$ cat src/rtl/fdiv_share_arb.sv
// fdiv_share_arb: shares one fixed-latency pipelined FP divider among NREQ
// requesters. Grants one requester per cycle, registers its operands into the
// divider, tracks the owner in a tag pipe matching the divider latency and
// routes each result back. Provides a flush/drain handshake and a sticky
// tag-mismatch error.
// Build option: define FDIV_ARB_FIXPRIO_EN for fixed priority (lowest index
// wins); otherwise round-robin arbitration is used.
module fdiv_share_arb #(
  parameter int EXP  = 5,
  parameter int FRA  = 10,
  parameter int NREQ = 4,
  parameter int LAT  = 4
) (
  input  logic                          aclk,
  input  logic                          aresetn,
  input  logic [NREQ-1:0]               req_valid,
  input  logic [NREQ*(EXP+FRA+1)-1:0]   req_a,
  input  logic [NREQ*(EXP+FRA+1)-1:0]   req_b,
  output logic [NREQ-1:0]               req_ready,
  output logic [EXP+FRA:0]              div_a_tdata,
  output logic [EXP+FRA:0]              div_b_tdata,
  output logic                          div_a_tvalid,
  output logic                          div_b_tvalid,
  input  logic [EXP+FRA:0]              div_result_tdata,
  input  logic                          div_result_tvalid,
  input  logic [2:0]                    div_flag,
  output logic [NREQ-1:0]               rsp_valid,
  output logic [EXP+FRA:0]              rsp_data,
  output logic [2:0]                    rsp_flag,
  input  logic                          flush,
  output logic                          flush_done,
  output logic                          busy,
  output logic                          err
);

  localparam int W   = EXP + FRA + 1;
  localparam int IDW = (NREQ > 1) ? $clog2(NREQ) : 1;
  localparam int GW  = $clog2(LAT + 1);

  typedef enum logic [1:0] {
    ST_RUN   = 2'd0,
    ST_DRAIN = 2'd1,
    ST_DONE  = 2'd2
  } state_t;

  state_t            state_r;
  state_t            state_nxt_s;

  logic [W-1:0]      req_a_s [NREQ];
  logic [W-1:0]      req_b_s [NREQ];

  logic              gnt_any_s;
  logic [IDW-1:0]    gnt_id_s;
  logic              arb_en_s;
  logic              gnt_fire_s;

  logic              div_tvalid_r;
  logic [W-1:0]      div_a_r;
  logic [W-1:0]      div_b_r;
  logic [IDW-1:0]    div_id_r;

  logic [LAT-1:0]    tag_vld_r;
  logic [IDW-1:0]    tag_id_r [LAT];

  logic [GW-1:0]     guard_cnt_r;
  logic              guard_done_s;

  logic [NREQ-1:0]   rsp_valid_r;
  logic [W-1:0]      rsp_data_r;
  logic [2:0]        rsp_flag_r;
  logic              err_r;
  logic              flush_done_r;
  logic              busy_s;

`ifndef FDIV_ARB_FIXPRIO_EN
  logic [IDW-1:0]    p_r;
  logic [IDW:0]      rr_sum_s;
  logic [IDW-1:0]    rr_idx_s;
`endif

  // One-hot decode of a requester id.
  function automatic logic [NREQ-1:0] id2oh(input logic [IDW-1:0] id);
    logic [NREQ-1:0] oh;
    oh     = '0;
    oh[id] = 1'b1;
    return oh;
  endfunction

  for (genvar gi = 0; gi < NREQ; gi++) begin : g_unpack
    assign req_a_s[gi] = req_a[gi*W +: W];
    assign req_b_s[gi] = req_b[gi*W +: W];
  end

  assign busy_s       = (|tag_vld_r) | div_tvalid_r;
  assign guard_done_s = (guard_cnt_r == '0);
  assign arb_en_s     = aresetn & (state_r == ST_RUN) & ~flush;
  assign gnt_fire_s   = gnt_any_s & arb_en_s;

  // Select the winning requester (fixed priority or round-robin from p).
  always_comb begin
    gnt_any_s = 1'b0;
    gnt_id_s  = '0;
`ifdef FDIV_ARB_FIXPRIO_EN
    for (int k = 0; k < NREQ; k++) begin
      if (!gnt_any_s && req_valid[k]) begin
        gnt_any_s = 1'b1;
        gnt_id_s  = IDW'(k);
      end else begin
        gnt_any_s = gnt_any_s;
      end
    end
`else
    rr_sum_s = '0;
    rr_idx_s = '0;
    for (int k = 0; k < NREQ; k++) begin
      rr_sum_s = {1'b0, p_r} + (IDW+1)'(k);
      if (rr_sum_s >= (IDW+1)'(NREQ)) begin
        rr_idx_s = IDW'(rr_sum_s - (IDW+1)'(NREQ));
      end else begin
        rr_idx_s = rr_sum_s[IDW-1:0];
      end
      if (!gnt_any_s && req_valid[rr_idx_s]) begin
        gnt_any_s = 1'b1;
        gnt_id_s  = rr_idx_s;
      end else begin
        gnt_any_s = gnt_any_s;
      end
    end
`endif
  end

  // Drive the one-hot ready only when arbitration is enabled.
  always_comb begin
    req_ready = '0;
    if (gnt_fire_s) begin
      req_ready = id2oh(gnt_id_s);
    end else begin
      req_ready = '0;
    end
  end

`ifndef FDIV_ARB_FIXPRIO_EN
  // Round-robin pointer: moves past the last granted requester.
  always_ff @(posedge aclk) begin
    if (!aresetn) begin
      p_r <= '0;
    end else if (gnt_fire_s) begin
      p_r <= (gnt_id_s == IDW'(NREQ-1)) ? '0 : gnt_id_s + IDW'(1);
    end
  end
`endif

  // Register the granted operands and owner id into the divider.
  always_ff @(posedge aclk) begin
    if (!aresetn) begin
      div_tvalid_r <= 1'b0;
      div_a_r      <= '0;
      div_b_r      <= '0;
      div_id_r     <= '0;
    end else begin
      div_tvalid_r <= gnt_fire_s;
      if (gnt_fire_s) begin
        div_a_r  <= req_a_s[gnt_id_s];
        div_b_r  <= req_b_s[gnt_id_s];
        div_id_r <= gnt_id_s;
      end
    end
  end

  // Tag pipe shadowing the divider pipeline.
  always_ff @(posedge aclk) begin
    if (!aresetn) begin
      tag_vld_r <= '0;
      for (int s = 0; s < LAT; s++) begin
        tag_id_r[s] <= '0;
      end
    end else begin
      tag_vld_r[0] <= div_tvalid_r;
      tag_id_r[0]  <= div_id_r;
      for (int s = 1; s < LAT; s++) begin
        tag_vld_r[s] <= tag_vld_r[s-1];
        tag_id_r[s]  <= tag_id_r[s-1];
      end
    end
  end

  // Post-reset guard: absorbs results of operations discarded by reset.
  always_ff @(posedge aclk) begin
    if (!aresetn) begin
      guard_cnt_r <= GW'(LAT);
    end else if (guard_cnt_r != '0) begin
      guard_cnt_r <= guard_cnt_r - GW'(1);
    end
  end

  // Match result against tag, route response or raise sticky error.
  always_ff @(posedge aclk) begin
    if (!aresetn) begin
      rsp_valid_r <= '0;
      rsp_data_r  <= '0;
      rsp_flag_r  <= 3'b000;
      err_r       <= 1'b0;
    end else begin
      rsp_valid_r <= '0;
      if (tag_vld_r[LAT-1] && div_result_tvalid) begin
        rsp_valid_r <= id2oh(tag_id_r[LAT-1]);
        rsp_data_r  <= div_result_tdata;
        rsp_flag_r  <= div_flag;
      end else if ((tag_vld_r[LAT-1] != div_result_tvalid) && guard_done_s) begin
        err_r <= 1'b1;
      end
    end
  end

  // Drain FSM next-state logic.
  always_comb begin
    state_nxt_s = state_r;
    case (state_r)
      ST_RUN: begin
        if (flush) begin
          state_nxt_s = ST_DRAIN;
        end else begin
          state_nxt_s = ST_RUN;
        end
      end
      ST_DRAIN: begin
        if (!busy_s) begin
          state_nxt_s = ST_DONE;
        end else begin
          state_nxt_s = ST_DRAIN;
        end
      end
      ST_DONE:  state_nxt_s = ST_RUN;
      default:  state_nxt_s = ST_RUN;
    endcase
  end

  // Drain FSM state register and registered completion pulse.
  always_ff @(posedge aclk) begin
    if (!aresetn) begin
      state_r      <= ST_RUN;
      flush_done_r <= 1'b0;
    end else begin
      state_r      <= state_nxt_s;
      flush_done_r <= (state_nxt_s == ST_DONE);
    end
  end

  assign div_a_tdata  = div_a_r;
  assign div_b_tdata  = div_b_r;
  assign div_a_tvalid = div_tvalid_r;
  assign div_b_tvalid = div_tvalid_r;
  assign rsp_valid    = rsp_valid_r;
  assign rsp_data     = rsp_data_r;
  assign rsp_flag     = rsp_flag_r;
  assign flush_done   = flush_done_r;
  assign busy         = busy_s;
  assign err          = err_r;

endmodule

$ cat config.mk
export PLATFORM = sky130hd
export DESIGN_NAME = fdiv_share_arb
export DESIGN_NICKNAME = d
export VERILOG_FILES = /design/src/rtl/fdiv_share_arb.sv
export SDC_FILE = /design/constraint.sdc
export NUM_CORES = 1
export LEC_CHECK = 0
export BUFFER_PORTS_ARGS = -buffer_cell sky130_fd_sc_hd__buf_2
export CORE_UTILIZATION = 25
export DETAILED_ROUTE_END_ITERATION = 12
export SLEW_MARGIN = 20
export SYNTH_ARGS = -nofsm -noshare
export SYNTH_HDL_FRONTEND = slang
export SYNTH_SLANG_ARGS = --single-unit
$ cat constraint.sdc
create_clock -name aclk -period 4.4 [get_ports aclk]
set_input_delay 0 -clock aclk [delete_from_list [all_inputs] [get_ports aclk]]
set_output_delay 0 -clock aclk [all_outputs]
set_load 0.005 [all_outputs]
==> impl_metrics.tcl <==
set metrics [dict create \
    status "completed" \
    synth_top_area_share 0.421 \
    initial_core_util 0.258 \
    die_y_um 125 \
    area_growth_pct 49.1 \
    clk_latency_ns 0.33 \
    ys_ff_latch 79 \
    preCtsSetupSlack_ns 1.87 \
    clk_root_buffer_cell "clkbuf_16" \
    synth_top_family_by_area "compound AO/OA/AOI/OAI gates" \
    ir_worst_vdd_v 0.000169 \
    synth_top_area_cell "dfxtp_1" \
    vias 3876 \
    hold_viol 0 \
    worstPathCellList "inv_2, or4_4, nand2_8, mux2_2, dlygate4sd3_1, a221o_1" \
    cp-start-kind "register" \
    grt.overflow.total 0 \
    yosys_warnings 0 \
    post_cts_buffers 0 \
    vias_per_cell 4.66 \
    gr-usage-all-layers 0.155 \
    critical_path.top_delay_family "simple AND/OR/NAND/NOR gates" \
    dieArea_sq_um 15500 \
    ios 219 \
    use_met1 0.181 \
    power.internal_uw 1450 \
    synth_nets 566 \
    swShare 0.273 \
    synthTopCellsByArea "dfxtp_1 42%, mux2_2 6.0%, a221o_1 5.3%" \
    wire_per_inst_um 14.4 \
    report.final.slew_viol_count 0 \
    finalSetupViolations 0 \
    power_density_nw_per_um2 355 \
    synth_fa_ha_area_frac 0.00998 \
    drtIter0Drc 153 \
    cts_tree "yes" \
    io_buffer_count 218 \
    drc_errors 0 \
    switching_power_uw 542 \
    coreArea_sq_um 14600 \
    grt_pass1_vias 3880 \
    synth_mux_area_frac 0.110 \
    cts_max_level 3 \
    power_frac_comb 0.216 \
    p_clk_frac 0.380 \
    period_minus_slack_ns 3.05 \
    tns_ns 0 \
    setup_ws_ns 1.35 \
    n_antenna_cell 0 \
    drive_gt1_frac 0.422 \
    drtAntennaViolNets 0 \
    grt.met2_usage 0.270 \
    clockBufferDepth 2 \
    period_share 0.692 \
    grt_antenna_before_repair 0 \
    first_pass_iters 4 \
    synth_xor_area_frac 0.00466 \
    worstSetupPathType "reg2reg" \
    grt.busiest_layer "met2" \
    rows 44 \
    seq_area_frac_synth 0.421 \
    grt_pass1_wl_um 19200 \
    syn_area_sq_um 3760 \
    synth_cell_types 38 \
    grtUsageMet3 0.0369 \
    cts.sinks 79 \
    hold_class "in2reg" \
    cp-end-kind "register" \
    crit_path_max_incr_delay_ns 0.80 \
    slowest_stage "or4_4" \
    maxCapViolCount 0 \
    crit_arrival_ns 3.27 \
    rsz0062_at_grt "false" \
    drt_wl_total_um 11900 \
    final_nets 800 \
    clock.fmax_mhz 328 \
    synthCells 408 \
    crit_buf_inv 2 \
    clk_pin_slew_ns 0.06 \
    required_ns 4.62 \
    avgSynthCellArea_sq_um 9.22 \
    grt_max_degree 50 \
    fp.dieW_um 125 \
    p_leak_uw 0.00263 \
    cts-buffers-inserted 9 \
    finClkSkew_ns 0.00452 \
    tightest_slew_ns 1.02 \
    synth-compound-area-share 0.209 \
    maxSlewHeadroom 0.319 \
    critPathMaxFanout 49 \
    place_congestion 0.799 \
    synthSimpleGateAreaFrac 0.181 \
    cts_resized 0 \
    seqPwrFrac 0.404 \
    post-dp-hpwl_um 8180 \
]
Yosys cell counts:
cell type,count
and3_1,24
a21oi_1,22
xnor2_1,2
a211oi_1,22
o21a_1,1
a221o_1,20
dfxtp_1,79
a211oi_2,5
nand3b_2,1
nor2_1,34
inv_2,1
and2_1,13
buf_1,5
mux2_2,20
mux2i_1,19
buf_6,2
inv_1,7
nor3b_1,1
buf_4,3
nand2b_1,2
o31ai_1,11
buf_8,2
or4_4,1
buf_2,1
clkbuf_1,24
o21ai_0,22
a211o_1,1
nor3_1,4
ha_1,3
nand2_1,20
a21o_1,2
or4_1,3
buf_12,1
nand2_8,1
nor2b_1,4
nor4_1,2
o31ai_2,2
nand3_1,21
final timing paths:
check | from | to | slack, ns | depth (start not counted)
worst max register to register | p_r[1]$_SDFFE_PN0P_ | div_a_tdata[2]$_SDFFE_PN0P_ | 1.35 | 6
worst min-delay path | req_a[33] | div_a_tdata[1]$_SDFFE_PN0P_ | 0.01 | 3
worst min register to register | tag_id_r[0][1]$_SDFF_PN0_ | tag_id_r[1][1]$_SDFF_PN0_ | 0.43 | 1
worst max-delay path | p_r[1]$_SDFFE_PN0P_ | div_a_tdata[2]$_SDFFE_PN0P_ | 1.35 | 6
routing by layer:
layer | vias to the layer above | routed length, um
met5 | - | 0
met4 | 0 | 242
met3 | 17 | 786
met2 | 174 | 5850
met1 | 1732 | 5050
li1 | 1953 | -
flip-flops by register name (all words and copies together) (netlist names), 2 cells and up:
| signal | cells |
|---|---|
| rsp_valid | 4 |
| div_b_tdata | 16 |
| div_id_r | 2 |
| p_r | 2 |
| tag_id_r | 8 |
| guard_cnt_r | 3 |
| tag_vld_r | 4 |
| state_r | 2 |
| div_a_tdata | 16 |
| rsp_flag | 3 |
| rsp_data | 16 |
worst reg2reg max path: cells and delay by family (launching register included):
family	cells	cell delay [ns]
buffers and inverters	2	0.64
flip-flops	1	0.41
AO/OA/AOI/OAI	1	0.29
multiplexers	1	0.41
AND/OR/NAND/NOR	2	1.21
stage by stage:
step / std cells / hold slack [ns] / util / cell area (sq um) / power [uW]
2_1_floorplan: 408 / 0.147 / - / 3760 / 1070
3_3_place_gp: 777 / 0.240 / 0.338 / 4920 / 1220
3_5_place_dp: 777 / 0.247 / 0.338 / 4930 / 1220
4_1_cts: 831 / 0.000144 / 0.384 / 5610 / 2020
5_1_grt: 831 / 0.0115 / 0.384 / 5610 / 2110
6_report: 831 / 0.0128 / 0.384 / 5610 / 1990
layout by cell type (no fill, tap or decap), types with 5 or more instances in the layout:
cell and n:
dlygate4sd3_1 38, o31ai_1 11, and3_1 24, a221o_1 20
a211oi_2 5, dfxtp_1 79, buf_2 218, nand2_1 20
mux2_2 20, clkbuf_16 9, and2_1 13, nand3_1 21
a211oi_1 22, buf_4 5, inv_1 7, a21oi_1 22
o21ai_0 22, mux2i_1 19, nor2_1 33
area by class of cell:
cell class	count	area (sq um)
repair buffers	261	1510
fillers	1473	8980
well taps	184	230
clock inverters	5	56.3
flip-flops and latches	79	1580
inverters	8	30.0
multi-input cells	283	1960
clock buffers	11	243
kinds of logic (layout without fill, tap and decap cells):
family | after synthesis | count (layout)
adder cells (fa/ha/maj) | 3 | 3
AND/OR/NAND/NOR | 131 | 131
buffers and inverters | 46 | 285
AO/OA/AOI/OAI | 108 | 108
multiplexers | 39 | 39
XOR/XNOR | 2 | 2
flip-flops | 79 | 79
power by group through the flow:
stage          sequential (uW)  combinational [uW]  clock (uW)
2_1_floorplan              817                 256           0
3_5_place_dp               818                 404           0
4_1_cts                    804                 433         782
3_3_place_gp               819                 401           0
6_report                   803                 429         755
5_1_grt                    811                 478         816
repair_timing:
item / in CTS / in global routing
endpoints found under the setup margin: 0 / 0
hold buffers: 38 / 0
hold endpoints to repair: 35 / 0
(Power assumes the default switching activity.)
